===== src/rtl/pzbcm_rle_pkg.sv =====
// Shared types and helpers for the run-length expander.
package pzbcm_rle_pkg;

  // Expander state: IDLE holds no beat, EXPAND presents a beat on o_valid.
  typedef enum logic {
    IDLE   = 1'b0,
    EXPAND = 1'b1
  } pzbcm_rle_expander_state;

  // Widest repeat counter the helper below supports.
  localparam int unsigned REMAINING_MAX_WIDTH = 32;

  // Copies left after a beat pops; saturates at zero so it can never wrap.
  function automatic logic [REMAINING_MAX_WIDTH-1:0] next_remaining(
    input logic [REMAINING_MAX_WIDTH-1:0] remaining,
    input logic                           pop
  );
    logic [REMAINING_MAX_WIDTH-1:0] result;
    result = remaining;
    if (pop && (remaining != '0)) begin
      result = remaining - REMAINING_MAX_WIDTH'(1);
    end
    return result;
  endfunction

endpackage


===== src/rtl/pzbcm_rle_expander_skid.sv =====
// Generic one-entry valid/ready skid register.
// The upstream ready is a flop output with no combinational path from i_ready.
module pzbcm_rle_expander_skid
  import pzbcm_rle_pkg::*;
#(
  parameter type TYPE = logic
)(
  input  logic i_clk,
  input  logic i_rst,
  input  logic i_clear,
  input  logic i_valid,
  output logic o_ready,
  input  TYPE  i_data,
  output logic o_valid,
  input  logic i_ready,
  output TYPE  o_data
);

  logic skid_valid;
  TYPE  skid_data;

  // Park an incoming entry the downstream cannot take; release it once taken.
  always_ff @(posedge i_clk or posedge i_rst) begin
    if (i_rst) begin
      skid_valid <= 1'b0;
      skid_data  <= '0;
    end else if (i_clear) begin
      skid_valid <= 1'b0;
    end else if (skid_valid) begin
      if (i_ready) begin
        skid_valid <= 1'b0;
      end
    end else if (i_valid && !i_ready) begin
      skid_valid <= 1'b1;
      skid_data  <= i_data;
    end
  end

  assign o_ready = !skid_valid;
  assign o_valid = skid_valid || i_valid;
  assign o_data  = skid_valid ? skid_data : i_data;

endmodule


===== src/rtl/pzbcm_rle_expander.sv =====
// Run-length expander: each {data, count} entry becomes count beats of data.
// Build option PZBCM_RLE_EXPANDER_SKID_EN inserts a one-entry input skid
// register so o_ready is a flop output; otherwise o_ready is combinational
// from i_ready.
module pzbcm_rle_expander
  import pzbcm_rle_pkg::*;
#(
  parameter type         TYPE        = logic,
  parameter int unsigned COUNT_WIDTH = 4
)(
  input  logic                   i_clk,
  input  logic                   i_rst,
  input  logic                   i_clear,
  input  logic                   i_valid,
  output logic                   o_ready,
  input  TYPE                    i_data,
  input  logic [COUNT_WIDTH-1:0] i_count,
  output logic                   o_valid,
  input  logic                   i_ready,
  output TYPE                    o_data,
  output logic                   o_last,
  output logic [COUNT_WIDTH-1:0] o_remaining
);

  typedef logic [COUNT_WIDTH-1:0] COUNTER;

  typedef struct packed {
    TYPE    data;
    COUNTER count;
  } entry_t;

  pzbcm_rle_expander_state state;
  TYPE                     data_q;
  COUNTER                  remaining_q;

  entry_t in_entry;
  entry_t entry;
  logic   entry_valid;
  logic   entry_ready;
  logic   entry_load;
  logic   beat_accept;
  logic   beat_last;

  assign in_entry = '{data: i_data, count: i_count};

  assign o_valid     = (state == EXPAND);
  assign beat_last   = (remaining_q == '0);
  assign o_last      = o_valid && beat_last;
  assign o_data      = data_q;
  assign o_remaining = remaining_q;

  // Zero-bubble handoff: the last-beat accept frees the slot in the same cycle.
  assign beat_accept = o_valid && i_ready;
  assign entry_ready = (state == IDLE) || (beat_accept && beat_last);
  // A zero-count entry is consumed without loading anything.
  assign entry_load  = entry_valid && entry_ready && (entry.count != '0);

`ifdef PZBCM_RLE_EXPANDER_SKID_EN
  pzbcm_rle_expander_skid #(
    .TYPE (entry_t)
  ) u_skid (
    .i_clk   (i_clk),
    .i_rst   (i_rst),
    .i_clear (i_clear),
    .i_valid (i_valid),
    .o_ready (o_ready),
    .i_data  (in_entry),
    .o_valid (entry_valid),
    .i_ready (entry_ready),
    .o_data  (entry)
  );
`else
  assign entry_valid = i_valid;
  assign entry       = in_entry;
  assign o_ready     = entry_ready;
`endif

  // Expansion state machine and repeat counter; clear wins over any accept.
  always_ff @(posedge i_clk or posedge i_rst) begin
    if (i_rst) begin
      state       <= IDLE;
      data_q      <= '0;
      remaining_q <= '0;
    end else if (i_clear) begin
      state       <= IDLE;
      remaining_q <= '0;
    end else if (entry_load) begin
      state       <= EXPAND;
      data_q      <= entry.data;
      remaining_q <= entry.count - COUNTER'(1);
    end else if (beat_accept) begin
      if (beat_last) begin
        state <= IDLE;
      end
      remaining_q <= COUNTER'(next_remaining(REMAINING_MAX_WIDTH'(remaining_q), 1'b1));
    end
  end

endmodule


===== config.mk =====
export PLATFORM = sky130hd
export DESIGN_NAME = pzbcm_rle_expander
export DESIGN_NICKNAME = d
export VERILOG_FILES = /design/src/rtl/pzbcm_rle_pkg.sv /design/src/rtl/pzbcm_rle_expander_skid.sv /design/src/rtl/pzbcm_rle_expander.sv
export SDC_FILE = /design/constraint.sdc
export NUM_CORES = 1
export LEC_CHECK = 0
export BUFFER_PORTS_ARGS = -buffer_cell sky130_fd_sc_hd__buf_2
export CORE_AREA = 2 2 39 41
export CTS_BUF_LIST = sky130_fd_sc_hd__clkbuf_4
export DETAILED_ROUTE_END_ITERATION = 10
export DIE_AREA = 0 0 41 43
export GPL_ROUTABILITY_DRIVEN = 0
export SYNTH_ARGS = -nofsm -noshare
export SYNTH_HDL_FRONTEND = slang
export SYNTH_SLANG_ARGS = --single-unit

===== constraint.sdc =====
create_clock -name i_clk -period 3.2 [get_ports i_clk]
set_clock_uncertainty 0.2 [all_clocks]
set_input_delay 0.64 -clock i_clk [delete_from_list [all_inputs] [get_ports i_clk]]
set_output_delay 0.64 -clock i_clk [all_outputs]
set_load 0.02 [all_outputs]

==> results of run 1 <==
## cell usage after synthesis
library cell,count,area share
a211o_1,1,0.019
a21o_1,1,0.016
a21oi_1,5,0.054
a22oi_1,1,0.016
a32oi_1,2,0.038
and2b_1,1,0.016
buf_2,1,0.011
buf_4,1,0.016
dfrtp_1,6,0.32
inv_1,2,0.016
mux2_2,1,0.024
mux2_4,1,0.032
nand2_1,3,0.024
nor2_1,2,0.016
nor3_4,1,0.035
nor4b_1,1,0.019
o211ai_1,2,0.032
o21a_4,1,0.032
o21ai_0,3,0.032
o221ai_1,1,0.019
o311a_1,1,0.022
o31ai_1,1,0.016
o41ai_1,1,0.019
o41ai_2,1,0.035
or2_2,1,0.014
or2b_1,1,0.016
or3b_4,1,0.024
or4b_1,1,0.022
xnor2_1,1,0.019
xor2_1,1,0.019
## worst paths after layout
path	from	endpoint	slack [ns]	depth (start not counted)
min in group i_clk	o_data	o_data	0.31	1
setup reg to reg	o_remaining[3]	o_data	1.34	4
setup / recovery	i_ready	o_ready	0.74	5
max in group asynchronous	i_rst	o_remaining[3]	2.51	2
hold / removal	i_rst	o_data	0.1	2
hold reg to reg	o_data	o_data	0.31	1
## flip-flops by register name, summed over array words and instances, names as in the netlist
name / flops
o_valid: 1
o_data: 1
o_remaining: 4
## kinds of logic (layout without fill, tap and decap cells)
group	count (synthesis)	count (layout)	share of synthesized area
AND/OR/NAND/NOR	12	12	0.187
AO/OA/AOI/OAI	21	21	0.351
flip-flops	6	6	0.324
buffers and inverters	4	23	0.0432
multiplexers	2	2	0.0567
XOR/XNOR	2	2	0.0378
## metal layers
| metal | routed length (um) | global-route usage |
|---|---|---|
| met2 | 466 | 0.216 |
| met4 | 0 | 0.0400 |
| met1 | 493 | 0.168 |
| met3 | 40 | 0.0314 |
| met5 | 0 | 0 |
## through the flow
stage / power, mW / area, um^2 / utilization
2_1_floorplan: 0.163 / 463 / -
3_3_place_gp: 0.194 / 563 / 0.407
3_5_place_dp: 0.194 / 563 / 0.407
4_1_cts: 0.263 / 586 / 0.423
5_1_grt: 0.278 / 586 / 0.423
6_report: 0.259 / 586 / 0.423
## power by group through the flow
stage                     combinational [mW]  clock, mW  sequential, mW
after floorplan                       0.0548          0           0.108
after global placement                0.0925          0           0.101
after detailed placement              0.0929          0           0.101
after CTS                             0.0930     0.0701           0.100
after global routing                   0.101     0.0742           0.102
final                                 0.0921     0.0666           0.100
## layout make-up
cell class              count  area (um^2)
repair buffers             18         92.6
flip-flops and latches      6          150
clock buffers               3         22.5
inverters                   2         7.51
well taps                  16         20.0
multi-input cells          37          293
fillers                   151          798
==> Implementation_results.wiki, run 1 <==
{| class="wikitable"
! Metric !! Value
|-
| Fraction of the yosys area taken by sequential cells || 0.324
|-
| Number of diodes || 0
|-
| Total global routing track utilization || 0.133
|-
| Switching fraction of total power || 0.347
|-
| Post-CTS resize count || 0
|-
| Path type of the worst setup path || in -> out
|-
| Post-CTS setup-driven buffer insertion count || 0
|-
| Count of unresolved DRC violations after routing || 0
|-
| Share of layout cells above drive strength 1 || 0.424
|-
| Time the final worst path needs with I/O delays and setup || ~2.5 ns
|-
| Final wirelength || around 1000 um
|-
| Worst min-delay path class || in -> async
|-
| Pleak || ~0.27 nW
|-
| Core Box Area || 1380 um^2
|-
| Area growth from synthesis to layout || 26.5%
|-
| Worst-path cell chain || buf_2 -> or3b_4 -> o21a_4 -> inv_1 -> buf_2
|-
| Top library cells by usage in the layout, fill and taps aside || buf_2 (17), dfrtp_1 (6), a21oi_1 (5)
|-
| Number of port buffers || 17
|-
| Synthesis-stage register bit count || 6
|-
| Mapped Area || 463 um^2
|-
| Average routed wire per standard cell || 12.2 um
|-
| Initial DRC Count || 3
|-
| Remaining global-route overflow || 0
|-
| Root buffer cell || clkbuf_4
|-
| Most frequent cell on the critical path || buf_2
|-
| Unrepaired setup endpoints after global routing || false
|-
| Worst slack at placement || 0.745 ns
|-
| Clock group share of total power || 0.257
|-
| Pwr Density || 443 nW/um^2
|-
| Crit path buffers/inverters || 3
|-
| Fin crit share || 0.768
|-
| Maximum fanout count along the critical path || 5
|-
| Power dissipated by switching net loads || ~0.090 mW
|-
| Maximum achievable frequency || around 400 MHz
|-
| Largest net degree at the start of global routing || 12
|-
| Smallest hold slack || roughly 0.1 ns
|-
| Result of the run || finished, final reports clean
|-
| Clock Sink Count || 6
|-
| Initial core utilization || 0.335
|-
| Final hold violation count || 0
|-
| Crit. End Element || output port
|-
| Post-synthesis instance total || 47
|-
| Most common library cell in the layout ignoring fill and taps || buf_2
|-
| Max Slew Vio Count || 0
|-
| Max_cap viols || 0
|-
| Via count of the first global-routing pass || 417
|-
| Detailed placer's ending HPWL || about 800 um
|-
| Boundary Pins || 18
|-
| Post-CTS Hold Buffers || 0
|-
| Die boundary height || ~43 um
|-
| Startpoint type of the worst setup path || input port
|-
| Number of standard cells in the layout, taps in and fillers out || between 80 and 90
|-
| Die Area || 1760 um^2
|-
| Clock-pin slew on the worst setup and hold paths || ~0.040 ns
|-
| Final antenna-violating net count || 0
|-
| Total number of vias || roughly 450
|-
| Final setup fails || 0
|-
| Maximum vdd ir drop || ~0.20 mV
|-
| Final net count || approximately 80
|-
| Worst-Skew Late Latency || ~0.24 ns
|-
| Detailed-router iteration count before antenna repair || 2
|-
| Synth warnings || 0
|-
| Combinational fraction of design power || 0.356
|-
| Gate family responsible for the most delay along the worst path || simple AND/OR/NAND/NOR gates
|-
| Post-layout worst setup margin || approximately 0.74 ns
|-
| DP Cell Count || 79
|-
| Floorplan die width || between 40 and 50 um
|-
| Clock tree from TritonCTS || done
|-
| CTS Buffer Depth || 2
|-
| Portion of total power attributed to sequential cells || 0.387
|-
| Synth unique cells || 30
|-
| Slew of the pin with the lowest slew margin || 0.371 ns
|-
| Critical Path RT || 2.36 ns
|-
| H-tree depth || 1
|-
| Critical path data arrival time || roughly 1.6 ns
|-
| Number of cell rows || 14
|-
| Slew HR || 0.750
|-
| Standard cell with the maximum stage delay on the critical path || or3b_4
|-
| Cell internal power dissipation || roughly 0.17 mW
|-
| Average cell area after synthesis || roughly 9.8 um^2
|-
| Initial antenna violation count || 0
|-
| Setup TNS Final || 0 ns
|-
| Cts bufs inserted || 3
|-
| First-pass GRT wire length || about 1.6 mm
|-
| Crit-path max cell delay || ~0.38 ns
|-
| Detail-routed via count per cell || ~5.5
|-
| Syn nets || 57
|}
No activity file was read; power rests on OpenSTA's default activity.
==> run 2: changes to the inputs <==
Clock period 3.2 ns to 2.5 ns, I/O delays scaled along.
==> Implementation_results.wiki, run 2 (same netlist as run 1, synthesis figures left out) <==
{| class="wikitable"
! Metric !! Value
|-
| Number of diodes || 0 (unchanged)
|-
| Boundary Pins || 18 (unchanged)
|-
| Final net count || 79 (+1.3%)
|-
| Clock-pin slew on the worst setup and hold paths || 0.04 ns (about the same)
|-
| Slew HR || 0.753 (+0.00383)
|-
| Average routed wire per standard cell || 12.1 um (-0.81%)
|-
| Worst min-delay path class || reg -> reg
|-
| First-pass GRT wire length || 1.57 mm (-3.0%)
|-
| Final antenna-violating net count || 0 (unchanged)
|-
| Area growth from synthesis to layout || 28.6%
|-
| CTS Buffer Depth || 2 (unchanged)
|-
| Pleak || 0.276 nW (+1.5%)
|-
| Number of cell rows || 14 (unchanged)
|-
| Max Slew Vio Count || 0 (unchanged)
|-
| Detail-routed via count per cell || 5.45 (-1.6%)
|-
| Final setup fails || 0 (unchanged)
|-
| Post-route cell area || 596 um^2 (+1.7%)
|-
| Remaining global-route overflow || 0 (unchanged)
|-
| Final core utilization || 0.430 (+0.00723)
|-
| Pwr Density || 553 nW/um^2 (+25%)
|-
| Critical Path RT || 1.80 ns (-0.56 ns)
|-
| Maximum fanout count along the critical path || 9 (+4)
|-
| Path type of the worst setup path || reg -> out
|-
| Fill cell count || 144 (-4.6%)
|-
| Via count of the first global-routing pass || 383 (-8.2%)
|-
| Total area of multi-input combinational cells || 293 um^2 (unchanged)
|-
| Worst-Skew Late Latency || 0.23 ns (about the same)
|-
| Largest net degree at the start of global routing || 12 (unchanged)
|-
| Max FFs per register || 4 (unchanged)
|-
| Maximum achievable frequency || roughly 440 MHz
|-
| Clock tree from TritonCTS || done
|-
| Initial core utilization || 0.335 (unchanged)
|-
| Clock Sink Count || 6 (unchanged)
|-
| Max_cap viols || 0 (unchanged)
|-
| Cts bufs inserted || 3 (unchanged)
|-
| Detailed-router iteration count before antenna repair || 4 (+2)
|-
| Die boundary height || 43 um (unchanged)
|-
| Final wirelength || 1.00 mm (+0.40%)
|-
| Total area of sequential cells || 150 um^2 (unchanged)
|-
| Crit. End Element || output port
|-
| Number of port buffers || 17 (unchanged)
|-
| Most common library cell in the layout ignoring fill and taps || buf_2
|-
| Count of unresolved DRC violations after routing || 0 (unchanged)
|-
| Post-layout worst setup margin || 0.207 ns (-0.535 ns)
|-
| Final hold violation count || 0 (unchanged)
|-
| Result of the run || finished, final reports clean
|-
| Top library cells by usage in the layout, fill and taps aside || buf_2 (17), dfrtp_1 (6), a21oi_1 (5)
|-
| Core Box Area || 1380 um^2 (unchanged)
|-
| Die Area || 1760 um^2 (unchanged)
|-
| Post-CTS resize count || 0 (unchanged)
|-
| Root buffer cell || clkbuf_4
|-
| Time the final worst path needs with I/O delays and setup || approximately 2.3 ns
|-
| Floorplan die width || 41 um (unchanged)
|-
| Total number of vias || 452 (-0.44%)
|-
| Slew of the pin with the lowest slew margin || 0.365 ns (-0.00567 ns)
|-
| Fin crit share || 0.917
|-
| Startpoint type of the worst setup path || flop
|-
| H-tree depth || 1 (unchanged)
|-
| Worst slack at placement || 0.326 ns (-0.418 ns)
|-
| Detailed placer's ending HPWL || 784 um (-0.34%)
|-
| Setup TNS Final || 0 ns (unchanged)
|-
| Critical path data arrival time || 1.59 ns (-0.03 ns)
|-
| Total global routing track utilization || 0.128 (-0.00509)
|-
| Initial DRC Count || 9 (+6)
|-
| Unrepaired setup endpoints after global routing || false
|-
| Maximum vdd ir drop || 0.234 mV (+16%)
|-
| Initial antenna violation count || 0 (unchanged)
|-
| Share of layout cells above drive strength 1 || 0.418 (-0.00633)
|-
| Standard cell area after detailed placement || 563 um^2 (unchanged)
|}
run 2: changes by cell type in the layout (fill, tap and decap cells not counted), sizes merged:
cell / before / now
dlygate4sd3: 0 / 1
run 2: power breakdown:
group / switching (mW) / total (mW) / internal (mW) / leakage (nW)
logic: 0.0650 / 0.119 / 0.0542 / 0.185
registers: 0.0188 / 0.128 / 0.109 / 0.0773
clock network: 0.0282 / 0.0820 / 0.0539 / 0.0138
run 2: repair_timing:
item                                   CTS  global route
setup buffers                            0             0
setup endpoints to repair                0             0
endpoints found under the hold margin    6             0
hold buffers                             1             0
run 2: critical path: stages, from the launching register on:
cell     delay [ns]
dfrtp_1        0.46
or3b_4         0.41
o21a_4         0.23
inv_1          0.09
buf_2          0.17
run 2: path summary, 6_finish.rpt:
check	from	slack (ns)	end	depth (start not counted)
hold / removal	o_data	0.30	o_data	1
setup reg to reg	o_remaining[2]	0.64	o_data	4
max in group asynchronous	i_rst	1.40	o_remaining[3]	3
hold reg to reg	o_data	0.30	o_data	1
setup / recovery	o_remaining[2]	0.21	o_ready	4
min in group asynchronous	i_rst	0.52	o_remaining[1]	3
run 2: layer usage:
| layer | wire length (um) | global-route usage | vias to the layer above |
|---|---|---|---|
| met3 | 38 | 0.0314 | 0 |
| met2 | 441 | 0.200 | 10 |
| met4 | 0 | 0.0200 | 0 |
| met1 | 523 | 0.178 | 214 |
| met5 | 0 | 0 | - |
| li1 | - | - | 228 |
run 2: through the flow:
stage	hold slack [ns]	instances	power (mW)
global placement	0.214	79	0.248
CTS	0.296	83	0.334
floorplan	0.0910	47	0.209
finish	0.299	83	0.330
global route	0.298	83	0.352
detailed placement	0.215	79	0.249
run 2: area by class of cell:
class                      instances  area share
clock buffer                       3      0.0378
inverter                           2      0.0126
multi-input combinational         37       0.492
sequential                         6       0.252
tap                               16      0.0336
timing repair buffer              19       0.172
==> run 3: changes to the inputs <==
--- a/config.mk
+++ b/config.mk
@@ -9,3 +9,2 @@
 export CORE_AREA = 2 2 39 41
-export CTS_BUF_LIST = sky130_fd_sc_hd__clkbuf_4
 export DETAILED_ROUTE_END_ITERATION = 10
@@ -16 +15,2 @@
 export SYNTH_SLANG_ARGS = --single-unit
+export TNS_END_PERCENT = 30
==> constraint.sdc (replaced) <==
create_clock -name i_clk -period 2.5 [get_ports i_clk]
set_clock_uncertainty 0.2 [all_clocks]
set_input_delay 0 -clock i_clk [delete_from_list [all_inputs] [get_ports i_clk]]
set_output_delay 0 -clock i_clk [all_outputs]
set_load 0.02 [all_outputs]
==> Implementation_results.wiki, run 3 (same netlist as run 1, synthesis figures left out) <==
{| class="wikitable"
! Metric !! Value
|-
| Result of the run || finished, violations left
|-
| Violated checks || hold timing
|-
| Final antenna-violating net count || 0 (unchanged)
|-
| Worst min-delay path class || in -> reg
|-
| Average routed wire per standard cell || 13.6 um (+12%)
|-
| Crit-path max cell delay || 0.57 ns (+0.11 ns)
|-
| Crit. End Element || flop
|-
| Die boundary height || 43 um (unchanged)
|-
| Standard cell with the maximum stage delay on the critical path || dlygate4sd3_1
|-
| Maximum fanout count along the critical path || 7 (-2)
|-
| Final wirelength || 1.17 mm (+16%)
|-
| Combinational fraction of design power || 0.374 (+0.012)
|-
| Boundary Pins || 18 (unchanged)
|-
| Path type of the worst setup path || reg -> reg
|-
| Worst-Skew Late Latency || 0.24 ns (about the same)
|-
| Most common library cell in the layout ignoring fill and taps || buf_2
|-
| Total global routing track utilization || 0.140 (+0.0118)
|-
| Number of cell rows || 14 (unchanged)
|-
| Area growth from synthesis to layout || 35.1%
|-
| Total area of multi-input combinational cells || 293 um^2 (unchanged)
|-
| Initial DRC Count || 12 (+3)
|-
| Root buffer cell || clkbuf_4
|-
| Cts bufs inserted || 3 (unchanged)
|-
| Smallest hold slack || -0.00441 ns (-0.303 ns)
|-
| Fill cell count || 140 (-2.8%)
|-
| Clock-pin slew on the worst setup and hold paths || 0.05 ns (about the same)
|-
| Max Slew Vio Count || 0 (unchanged)
|-
| Die Area || 1760 um^2 (unchanged)
|-
| Floorplan die width || 41 um (unchanged)
|-
| Detailed-router iteration count before antenna repair || 4 (unchanged)
|-
| Power dissipated by switching net loads || 0.125 mW (+12%)
|-
| Count of unresolved DRC violations after routing || 0 (unchanged)
|-
| Startpoint type of the worst setup path || flop
|-
| Fin crit share || 0.971 (+0.0541)
|-
| Slew of the pin with the lowest slew margin || 0.398 ns (+0.0332 ns)
|-
| Initial antenna violation count || 0 (unchanged)
|-
| Critical Path RT || 2.42 ns (+0.62 ns)
|-
| Switching fraction of total power || 0.358 (+0.0182)
|-
| Clock Sink Count || 6 (unchanged)
|-
| Pwr Density || 559 nW/um^2 (+1.0%)
|-
| Top library cells by usage in the layout, fill and taps aside || buf_2 (17), dfrtp_1 (6), a21oi_1 (5), dlygate4sd3_1 (4)
|-
| Portion of total power attributed to sequential cells || 0.370 (-0.019)
|-
| Total number of vias || 493 (+9.1%)
|-
| Critical path data arrival time || 2.35 ns (+0.76 ns)
|-
| Time the final worst path needs with I/O delays and setup || 2.43 ns (+0.135 ns)
|-
| Total area of sequential cells || 150 um^2 (unchanged)
|-
| Remaining global-route overflow || 0 (unchanged)
|-
| Post-CTS Hold Buffers || 4 (+3)
|-
| Cell internal power dissipation || 0.225 mW (+3.2%)
|-
| Slew HR || 0.731 (-0.0224)
|-
| Setup TNS Final || 0 ns (unchanged)
|-
| Max FFs per register || 4 (unchanged)
|-
| Worst-path cell chain || or3b_4 -> o21a_4 -> nor3_4 -> mux2_4 -> dlygate4sd3_1
|-
| Clock group share of total power || 0.257 (+0.008)
|-
| Final hold violation count || 1 (+1)
|-
| Post-CTS setup-driven buffer insertion count || 0 (unchanged)
|-
| Core Box Area || 1380 um^2 (unchanged)
|-
| Number of diodes || 0 (unchanged)
|-
| Via count of the first global-routing pass || 433 (+13%)
|-
| Final net count || 82 (+3.8%)
|-
| Unrepaired setup endpoints after global routing || false
|-
| Pleak || 0.288 nW (+4.6%)
|-
| Number of port buffers || 17 (unchanged)
|-
| Initial core utilization || 0.335 (unchanged)
|-
| DP Cell Count || 79 (unchanged)
|-
| Largest net degree at the start of global routing || 12 (unchanged)
|-
| Share of layout cells above drive strength 1 || 0.400 (-0.0179)
|-
| Number of standard cells in the layout, taps in and fillers out || 86 (+3.6%)
|-
| Detailed placer's ending HPWL || 853 um (+8.9%)
|-
| Final setup fails || 0 (unchanged)
|-
| Clock tree from TritonCTS || done
|-
| First-pass GRT wire length || 1.73 mm (+9.7%)
|-
| Detail-routed via count per cell || 5.73 (+5.3%)
|-
| Post-CTS resize count || 0 (unchanged)
|-
| H-tree depth || 1 (unchanged)
|-
| Max_cap viols || 0 (unchanged)
|-
| Maximum achievable frequency || 412 MHz (-5.6%)
|-
| CTS Buffer Depth || 2 (unchanged)
|-
| Maximum vdd ir drop || 0.338 mV (+44%)
|}
-- run 3: changes by cell type in the layout (fill, tap and decap cells not counted) --
cell	previous run	this run
dlygate4sd3_1	1	4
-- run 3: power groups by stage --
| stage | clock network, mW | registers [mW] | logic [mW] |
|---|---|---|---|
| after CTS | 0.0897 | 0.128 | 0.130 |
| after global routing | 0.0965 | 0.131 | 0.141 |
| final | 0.0898 | 0.129 | 0.131 |
| after global placement | 0 | 0.129 | 0.120 |
| after detailed placement | 0 | 0.129 | 0.121 |
| after floorplan | 0 | 0.138 | 0.0702 |
-- run 3: through the flow --
stage | hold WS (ns) | utilization | cell area (um^2) | total power [mW] | setup slack [ns]
after global routing | 0.0245 | 0.452 | 626 | 0.368 | 0.0212
after floorplan | -0.409 | - | 463 | 0.209 | 0.633
final | -0.00441 | 0.452 | 626 | 0.350 | 0.0719
after global placement | -0.285 | 0.407 | 563 | 0.249 | 0.669
after CTS | 0.00684 | 0.452 | 626 | 0.347 | 0.0902
after detailed placement | -0.284 | 0.407 | 563 | 0.250 | 0.652
-- run 3: worst max-delay path, delay by kind of cell, from the launching register on --
family | cells | cell delay (ns)
simple gates | 2 | 0.55
mux | 1 | 0.31
flops | 1 | 0.45
buf+inv | 1 | 0.57
compound gates | 1 | 0.23
-- run 3: area by class of cell --
cell class,count,area share
tap,16,0.0320
multi-input combinational,37,0.468
inverter,2,0.0120
timing repair buffer,22,0.212
sequential,6,0.240
clock buffer,3,0.0360
-- run 3: layer usage --
| layer | track usage | wire (um) | vias to the layer above |
|---|---|---|---|
| met4 | 0.0600 | 20 | 0 |
| met3 | 0.0209 | 59 | 6 |
| met2 | 0.259 | 631 | 22 |
| met5 | 0 | 0 | - |
| li1 | - | - | 232 |
| met1 | 0.140 | 457 | 233 |
-- run 3: final timing paths --
check,from,endpoint,slack [ns],cells past startpoint
worst max register to register,o_remaining[3],o_data,0.07,5
worst min-delay path,i_valid,o_remaining[0],-0.004,4
min in group asynchronous,i_rst,o_remaining[0],0.01,3
worst min register to register,o_remaining[0],o_remaining[0],0.44,2
worst max-delay path,o_remaining[3],o_data,0.07,5
max in group asynchronous,i_rst,o_valid,1.90,3
